--- config.mk ---
export PLATFORM = sky130hd
export DESIGN_NAME = fp_result_fifo
export DESIGN_NICKNAME = d
export VERILOG_FILES = /design/src/rtl/fp_result_fifo.sv
export SDC_FILE = /design/constraint.sdc
export NUM_CORES = 1
export LEC_CHECK = 0
export ABC_AREA = 1
export BUFFER_PORTS_ARGS = -buffer_cell sky130_fd_sc_hd__buf_2
export CORE_MARGIN = 2
export CORE_UTILIZATION = 52
export DETAILED_ROUTE_END_ITERATION = 10
export GPL_TIMING_DRIVEN = 0
export PLACE_DENSITY = 0.85
export SYNTH_ARGS = -nofsm -noshare
export SYNTH_HDL_FRONTEND = slang
export SYNTH_SLANG_ARGS = --single-unit
--- constraint.sdc ---
create_clock -name clk -period 2.3 [get_ports clk]
set_input_delay 0.23 -clock clk [delete_from_list [all_inputs] [get_ports clk]]
set_output_delay 0.23 -clock clk [all_outputs]
set_load 0.02 [all_outputs]
--- src/rtl/fp_result_fifo.sv ---
// Result FIFO between the FP add/sub datapath and its consumer.
// First-word fall-through head, saturating exception/zero statistics.
module fp_result_fifo #(
  parameter int DEPTH  = 4,
  parameter int STAT_W = 8
) (
  input  logic                       clk,
  input  logic                       rst_n,
  input  logic                       in_valid,
  output logic                       in_ready,
  input  logic [31:0]                in_result,
  input  logic                       in_exception,
  input  logic                       in_zero,
  output logic                       out_valid,
  input  logic                       out_ready,
  output logic [31:0]                out_result,
  output logic [2:0]                 out_flags,
  output logic [$clog2(DEPTH):0]     count,
  output logic [STAT_W-1:0]          exc_count,
  output logic [STAT_W-1:0]          zero_count,
  input  logic                       clr_stats
);

  localparam int PW = $clog2(DEPTH);
  localparam int CW = PW + 1;

  localparam logic [CW-1:0] FULL = CW'(DEPTH);
  localparam logic [PW-1:0] LAST = PW'(DEPTH - 1);

  logic [31:0] mem_result [DEPTH];
  logic [1:0]  mem_flag   [DEPTH];

  logic [PW-1:0] wr_ptr;
  logic [PW-1:0] rd_ptr;
  logic [PW-1:0] wr_nxt;
  logic [PW-1:0] rd_nxt;

  logic push;
  logic pop;
  logic exc_hit;
  logic zero_hit;

  // Ready comes from registered occupancy only; no path from out_ready.
  assign in_ready  = (count != FULL);
  assign out_valid = (count != '0);

  assign push = in_valid && in_ready;
  assign pop  = out_valid && out_ready;

  assign exc_hit  = push && in_exception;
  assign zero_hit = push && in_zero && !in_exception;

  assign wr_nxt = (wr_ptr == LAST) ? '0 : wr_ptr + 1'b1;
  assign rd_nxt = (rd_ptr == LAST) ? '0 : rd_ptr + 1'b1;

  always_ff @(posedge clk or negedge rst_n) begin
    if (!rst_n) begin
      wr_ptr <= '0;
    end else if (push) begin
      wr_ptr <= wr_nxt;
    end
  end

  always_ff @(posedge clk or negedge rst_n) begin
    if (!rst_n) begin
      rd_ptr <= '0;
    end else if (pop) begin
      rd_ptr <= rd_nxt;
    end
  end

  always_ff @(posedge clk or negedge rst_n) begin
    if (!rst_n) begin
      count <= '0;
    end else begin
      unique case (1'b1)
        push && !pop: count <= count + 1'b1;
        pop && !push: count <= count - 1'b1;
        default:      count <= count;
      endcase
    end
  end

  // Storage is not reset; occupancy alone decides what is visible.
  always_ff @(posedge clk) begin
    if (push) begin
      mem_result[wr_ptr] <= in_result;
      mem_flag[wr_ptr]   <= {in_exception, in_zero};
    end
  end

  always_ff @(posedge clk or negedge rst_n) begin
    if (!rst_n) begin
      exc_count <= '0;
    end else if (clr_stats) begin
      exc_count <= '0;
    end else if (exc_hit && (exc_count != '1)) begin
      exc_count <= exc_count + 1'b1;
    end
  end

  always_ff @(posedge clk or negedge rst_n) begin
    if (!rst_n) begin
      zero_count <= '0;
    end else if (clr_stats) begin
      zero_count <= '0;
    end else if (zero_hit && (zero_count != '1)) begin
      zero_count <= zero_count + 1'b1;
    end
  end

  always_comb begin
    out_result = '0;
    out_flags  = '0;
    if (out_valid) begin
      out_result = mem_result[rd_ptr];
      out_flags  = {mem_flag[rd_ptr], mem_result[rd_ptr][31]};
    end
  end

endmodule

==> results of run 1 <==
## cells by family after synthesis
family	share of synthesized area (%)
AOI/OAI and AO/OA	8.708
buffers and inverters	4.473
adders and majority gates	1.767
and+or+nand+nor	15.46
xor gates and xnor gates	1.031
DFF	68.56
## cell type report
class / instances / area [µm²] / area share [%]
Sequential cell: 159 / 4659 / 56.64
Multi-Input combinational cell: 378 / 1871 / 22.74
Timing Repair Buffer: 99 / 575.6 / 6.996
Clock buffer: 22 / 474.2 / 5.764
Tap cell: 172 / 215.2 / 2.616
Buffer: 29 / 187.7 / 2.281
Inverter: 33 / 126.4 / 1.536
Clock inverter: 10 / 112.6 / 1.369
Antenna cell: 2 / 5.005 / 0.06084
## repair_timing
item,in CTS,in global routing
setup endpoints to repair,12,15
hold buffers,1,0
hold endpoints to repair,23,0
pin swaps,0,0
resized for setup,5,7
## state kept, by name (all words and copies together) (netlist names)
register and flops:
zero_count 8, rd_ptr 2, mem_result 128, count 3, mem_flag 8, exc_count 8
wr_ptr 2
## per-stage QoR
stage | std cells | util (%) | hold slack (ns) | worst slack, ns
finish | 904 | 64.93 | 0.02239 | 0.04761
global route | 904 | 64.93 | 0.01201 | -0.01049
CTS | 902 | 64.82 | 0.006385 | 0.01951
detailed placement | 869 | 60.04 | 0.2491 | 0.1541
global placement | 865 | 59.05 | 0.2305 | -1.383
floorplan | 599 | - | -0.06559 | -0.3917
## layer usage
metal / vias to the layer above / track usage (%) / part of all wire [%]
li1: 2311 / - / -
met1: 2379 / 27.07 / 38
met2: 249 / 39.99 / 52
met3: 30 / 6.660 / 7.8
met4: 0 / 11.30 / 2.2
met5: - / 0 / 0
## power by group through the flow
stage / clock network (W) / logic (W) / registers (W)
finish: 0.00274 / 0.00446 / 0.00391
global route: 0.00288 / 0.00481 / 0.00394
CTS: 0.00277 / 0.00444 / 0.00390
detailed placement: 0 / 0.00436 / 0.00395
global placement: 0 / 0.00406 / 0.00396
floorplan: 0 / 0.00275 / 0.00397
## worst max-delay path by stage
stage	startpoint	end	slack, ns	cells after the start
after floorplan	count[0]	mem_flag[3][0]	-0.39	4
after global placement	count[0]	mem_result[1][19]	-1.38	4
after detailed placement	count[1]	count[2]	0.15	9
after CTS	rd_ptr[0]	out_result[26]	0.02	7
after global routing	rd_ptr[0]	out_result[31]	-0.01	8
final	rd_ptr[0]	out_result[26]	0.05	7
## synth_stat cells
| master | number |
|---|---|
| nor2_1 | 156 |
| edfxtp_1 | 136 |
| o21ai_0 | 67 |
| a21oi_1 | 37 |
| nand3_1 | 37 |
| nand2_1 | 33 |
| inv_1 | 30 |
| dfrtp_1 | 23 |
| o21ai_1 | 11 |
| clkbuf_1 | 10 |
| buf_2 | 9 |
| ha_1 | 8 |
| buf_6 | 6 |
| xor2_1 | 5 |
| nand2_2 | 4 |
| nor2_2 | 4 |
| buf_4 | 3 |
| xnor2_1 | 3 |
| inv_2 | 2 |
| nand3_4 | 2 |
| nand3b_1 | 2 |
| nand4_1 | 2 |
| nor2_4 | 2 |
| nor3_1 | 2 |
| a21oi_4 | 1 |
| clkbuf_2 | 1 |
| fa_1 | 1 |
| inv_4 | 1 |
| nand2_4 | 1 |
==> flow_metrics.env, run 1 <==
export IMPL_fmax_mhz=444.0
export IMPL_start_util_pct=53.64
export IMPL_wl_mm=15.97
export IMPL_cp_data_required_time_ns=2.07
export IMPL_synth_largest_area_cell="edfxtp_1"
export IMPL_crit_path_start_kind="register"
export IMPL_seq_area_frac_synth_pct=68.56
export IMPL_grtUsageTotal_pct=23.40
export IMPL_skew_ns=0.006950
export IMPL_relSlewSlack_pct=55.93
export IMPL_worstPathCellList="buf_4, inv_4, buf_6, clkbuf_4, o21ai_0, a21oi_1, buf_2"
export IMPL_place_area_um2=7607
export IMPL_dpl_hpwl_mm=10.17
export IMPL_end_kind="primary output"
export IMPL_synth_top_cells_by_area="edfxtp_1, nor2_1, dfrtp_1, o21ai_0, a21oi_1"
export IMPL_place_congestion=0.8036
export IMPL_max_cap_viol_count=0
export IMPL_fin_crit_ns=2.252
export IMPL_cts_buffers=17
export IMPL_cpPeakStageDelay_ns=0.40
export IMPL_cts_root_buf="clkbuf_16"
export IMPL_min_path_cells=1
export IMPL_grt_antenna_before_repair=3
export IMPL_final_nets=765
export IMPL_synthCells=599
export IMPL_power_w=0.01111
export IMPL_layout_common_cells="nor2_1, edfxtp_1, buf_2"
export IMPL_stdcell_area_um2=8227
export IMPL_drive_gt1_share_pct=24.11
export IMPL_switching_share_pct=38.76
export IMPL_grt_max_degree=26
export IMPL_seqPwrFrac_pct=35.2
export IMPL_yosysUniqueCellTypes=29
export IMPL_syn_area_per_cell_um2=11.35
export IMPL_power_density_nw_per_um2=1351
export IMPL_worst_pin_slew_ns=0.6594
export IMPL_reg2regPathDepth=9
export IMPL_intPower_w=0.006805
export IMPL_status="finished clean"
export IMPL_reg2reg_from="count[1]"
export IMPL_grt_overflow=0
export IMPL_cts_tree="done"
export IMPL_setup_viol=0
export IMPL_vias_per_cell=5.497
export IMPL_die_area_um2=14000
export IMPL_crit_buf_inv=5
export IMPL_antenna_left=0
export IMPL_clock_sinks=159
export IMPL_path_delay_family="buffers and inverters"
export IMPL_ys_ff_latch=159
export IMPL_syn_nets=647
export IMPL_yosysWarnings=0
export IMPL_period_share_pct=97.93
export IMPL_crit_arrival_ns=2.02
export IMPL_fp_dieW_um=118.3
export IMPL_path_class="reg -> out"
export IMPL_p_leak_nw=3.255
export IMPL_area_growth_pct=21.04
export IMPL_final_common_cell="nor2_1"
export IMPL_port_buffers=94
export IMPL_grt_pass1_wl_mm=25.03
export IMPL_p_switching_w=0.004308
export IMPL_die_h_um=118.3
export IMPL_cts_setup_buffers=0
export IMPL_tns_ns=0
export IMPL_cp_slowest_cell="dfrtp_1"
export IMPL_clockPowerShare_pct=24.7
export IMPL_report_final_slew_viol_count=0
export IMPL_clk_latency_ns=0.42
export IMPL_first_pass_iters=6
export IMPL_drtIter0Drc=619
export IMPL_htree_num_levels=4
export IMPL_row_count=41
export IMPL_synth_top_area_share_pct=60.09
export IMPL_ir_worst_vdd_v=0.0007601
export IMPL_syn_area_um2=6797
export IMPL_grt_pass1_vias=5095
export IMPL_n_fill_cell=943
export IMPL_critPathMaxFanout=10
export IMPL_drc_errors=0
export IMPL_post_drt_wl_per_cell_um=17.66
export IMPL_hold_violations=0
export IMPL_hold_path_startpoint="in_result[5]"
export IMPL_dr_total_vias=4969
export IMPL_pin_count=95
export IMPL_cts_path_max_buffers=2
export IMPL_core_um2=12670
export IMPL_r2r_end="count[2]"
export IMPL_comb_power_share_pct=40.1
export IMPL_holdPathEnd="mem_result[0][5]"
export IMPL_clk_pin_slew_worst_paths_ns=0.06
export IMPL_hold_path_class="in -> reg"
export IMPL_rrSetupSlack_ns=0.14
(Power assumes the default switching activity.)
==> inputs of run 2 (changes only) <==
--- a/config.mk
+++ b/config.mk
@@ -7,10 +7,13 @@
 export LEC_CHECK = 0
 export ABC_AREA = 1
 export BUFFER_PORTS_ARGS = -buffer_cell sky130_fd_sc_hd__buf_2
+export CELL_PAD_IN_SITES_DETAIL_PLACEMENT = 1
+export CELL_PAD_IN_SITES_GLOBAL_PLACEMENT = 1
 export CORE_MARGIN = 2
-export CORE_UTILIZATION = 52
+export CORE_UTILIZATION = 41
 export DETAILED_ROUTE_END_ITERATION = 10
 export GPL_TIMING_DRIVEN = 0
+export HOLD_SLACK_MARGIN = 0.1
 export PLACE_DENSITY = 0.85
 export SYNTH_ARGS = -nofsm -noshare
 export SYNTH_HDL_FRONTEND = slang
==> flow_metrics.env, run 2 (synthesis results as in run 1) <==
export IMPL_relSlewSlack_pct=54.54
export IMPL_grtUsageTotal_pct=23.13
export IMPL_hold_violations=0
export IMPL_drc_errors=0
export IMPL_die_area_um2=17620
export IMPL_p_leak_nw=3.378
export IMPL_drive_gt1_share_pct=23.20
export IMPL_hold_path_class="in -> reg"
export IMPL_crit_arrival_ns=1.99
export IMPL_min_path_cells=1
export IMPL_vias_per_cell=5.261
export IMPL_area_growth_pct=26.05
export IMPL_period_share_pct=96.64
export IMPL_top_register="mem_result"
export IMPL_fin_crit_ns=2.223
export IMPL_drtIter0Drc=287
export IMPL_dr_total_vias=5172
export IMPL_first_pass_iters=4
export IMPL_skew_ns=0.01210
export IMPL_status="finished clean"
export IMPL_grt_antenna_before_repair=0
export IMPL_fmax_mhz=449.9
export IMPL_ir_worst_vdd_v=0.0006621
export IMPL_end_kind="primary output"
export IMPL_core_um2=16410
export IMPL_grt_max_degree=25
export IMPL_cts_buffers=17
export IMPL_setup_viol=0
export IMPL_critPathMaxFanout=10
export IMPL_clock_sinks=159
export IMPL_post_drt_wl_per_cell_um=19.65
export IMPL_cts_path_max_buffers=2
export IMPL_report_final_slew_viol_count=0
export IMPL_worst_pin_slew_ns=0.6802
export IMPL_grt_pass1_wl_mm=30.76
export IMPL_power_density_nw_per_um2=1299
export IMPL_start_util_pct=41.42
export IMPL_grt_pass1_vias=5704
export IMPL_rsz0062_at_grt="no"
export IMPL_wl_mm=19.31
export IMPL_pin_count=95
export IMPL_power_w=0.01113
export IMPL_final_nets=798
export IMPL_clk_latency_ns=0.43
export IMPL_htree_num_levels=4
export IMPL_dpl_hpwl_mm=12.87
export IMPL_layout_common_cells="nor2_1, edfxtp_1, buf_2"
export IMPL_cp_data_required_time_ns=2.07
export IMPL_num_antenna_cells=0
export IMPL_reg2regPathDepth=10
export IMPL_place_congestion=0.8203
export IMPL_cts_setup_buffers=0
export IMPL_cts_tree="done"
export IMPL_clk_pin_slew_worst_paths_ns=0.06
export IMPL_largest_reg_flops=128
export IMPL_fp_dieW_um=132.8
export IMPL_antenna_left=0
export IMPL_port_buffers=94
export IMPL_max_cap_viol_count=0
export IMPL_final_common_cell="nor2_1"
export IMPL_die_h_um=132.8
export IMPL_grt_overflow=0
export IMPL_path_class="reg -> out"
export IMPL_crit_path_start_kind="register"
export IMPL_cts_root_buf="clkbuf_16"
export IMPL_fin_util_pct=52.22
export IMPL_row_count=47
-- run 2: changes by cell type in the layout (fill, tap and decap cells not counted), sizes merged --
cell / previous run / this run
inv: 33 / 37
diode: 2 / 0
bufinv: 2 / 0
clkinvlp: 5 / 4
clkinv: 3 / 6
clkbuf: 33 / 29
dlygate4sd3: 1 / 34
-- run 2: worst paths after layout --
path / to / from / slack (ns)
worst max-delay path: out_result[27] / rd_ptr[0] / 0.08
worst min-delay path: mem_flag[3][1] / in_exception / 0.13
worst max register to register: count[2] / count[2] / 0.09
worst min register to register: count[0] / count[0] / 0.58
max in group asynchronous: wr_ptr[0] / rst_n / 1.60
min in group asynchronous: zero_count[3] / rst_n / 0.32
-- run 2: stage by stage --
| step | setup TNS [ns] | std cells | setup WS [ns] | hold slack (ns) | cell area, µm² |
|---|---|---|---|---|---|
| finish | 0 | 983 | 0.07724 | 0.1301 | 8567 |
| global route | 0 | 983 | 0.0009328 | 0.1299 | 8567 |
| CTS | 0 | 983 | 0.02669 | 0.1142 | 8557 |
| detailed placement | 0 | 917 | 0.1056 | 0.2538 | 7667 |
| global placement | -192.12 | 913 | -1.436 | 0.2395 | 7542 |
| floorplan | -53.27 | 599 | -0.3917 | -0.06559 | 6797 |
-- run 2: critical path, cell delays in order (launching register included) --
cell      delay (ns)
dfrtp_1         0.38
buf_4           0.17
inv_4           0.08
buf_6           0.14
clkbuf_2        0.24
o21ai_0         0.14
a21oi_1         0.22
buf_2           0.21
-- run 2: routing by layer --
| metal | global-route usage, % | vias to the layer above | share of wire, % |
|---|---|---|---|
| met3 | 4.674 | 22 | 4.6 |
| met5 | 0 | - | 0 |
| met1 | 27.25 | 2620 | 40 |
| li1 | - | 2374 | - |
| met4 | 8.662 | 0 | 1.7 |
| met2 | 41.68 | 156 | 53 |
-- run 2: layout make-up --
type | instances | area, µm²
inverter | 33 | 126.4
tap | 220 | 275.3
buffer | 29 | 192.7
multi-input combinational | 378 | 1867
clock buffer | 18 | 429.2
fill | 1762 | 7840
timing repair buffer | 132 | 905.9
clock inverter | 14 | 111.4
sequential | 159 | 4659
-- run 2: power by group --
part	total [W]	internal [W]	switching, W
logic	0.00463	0.00145	0.00318
registers	0.00392	0.00372	0.000198
clock network	0.00258	0.00139	0.00118
total	0.0111	0.00656	0.00456
-- run 2: repair_timing --
item / CTS / global route
setup endpoints to repair: 15 / 14
hold buffers: 34 / 0
endpoints found under the hold margin: 155 / 0
resized for setup: 5 / 12
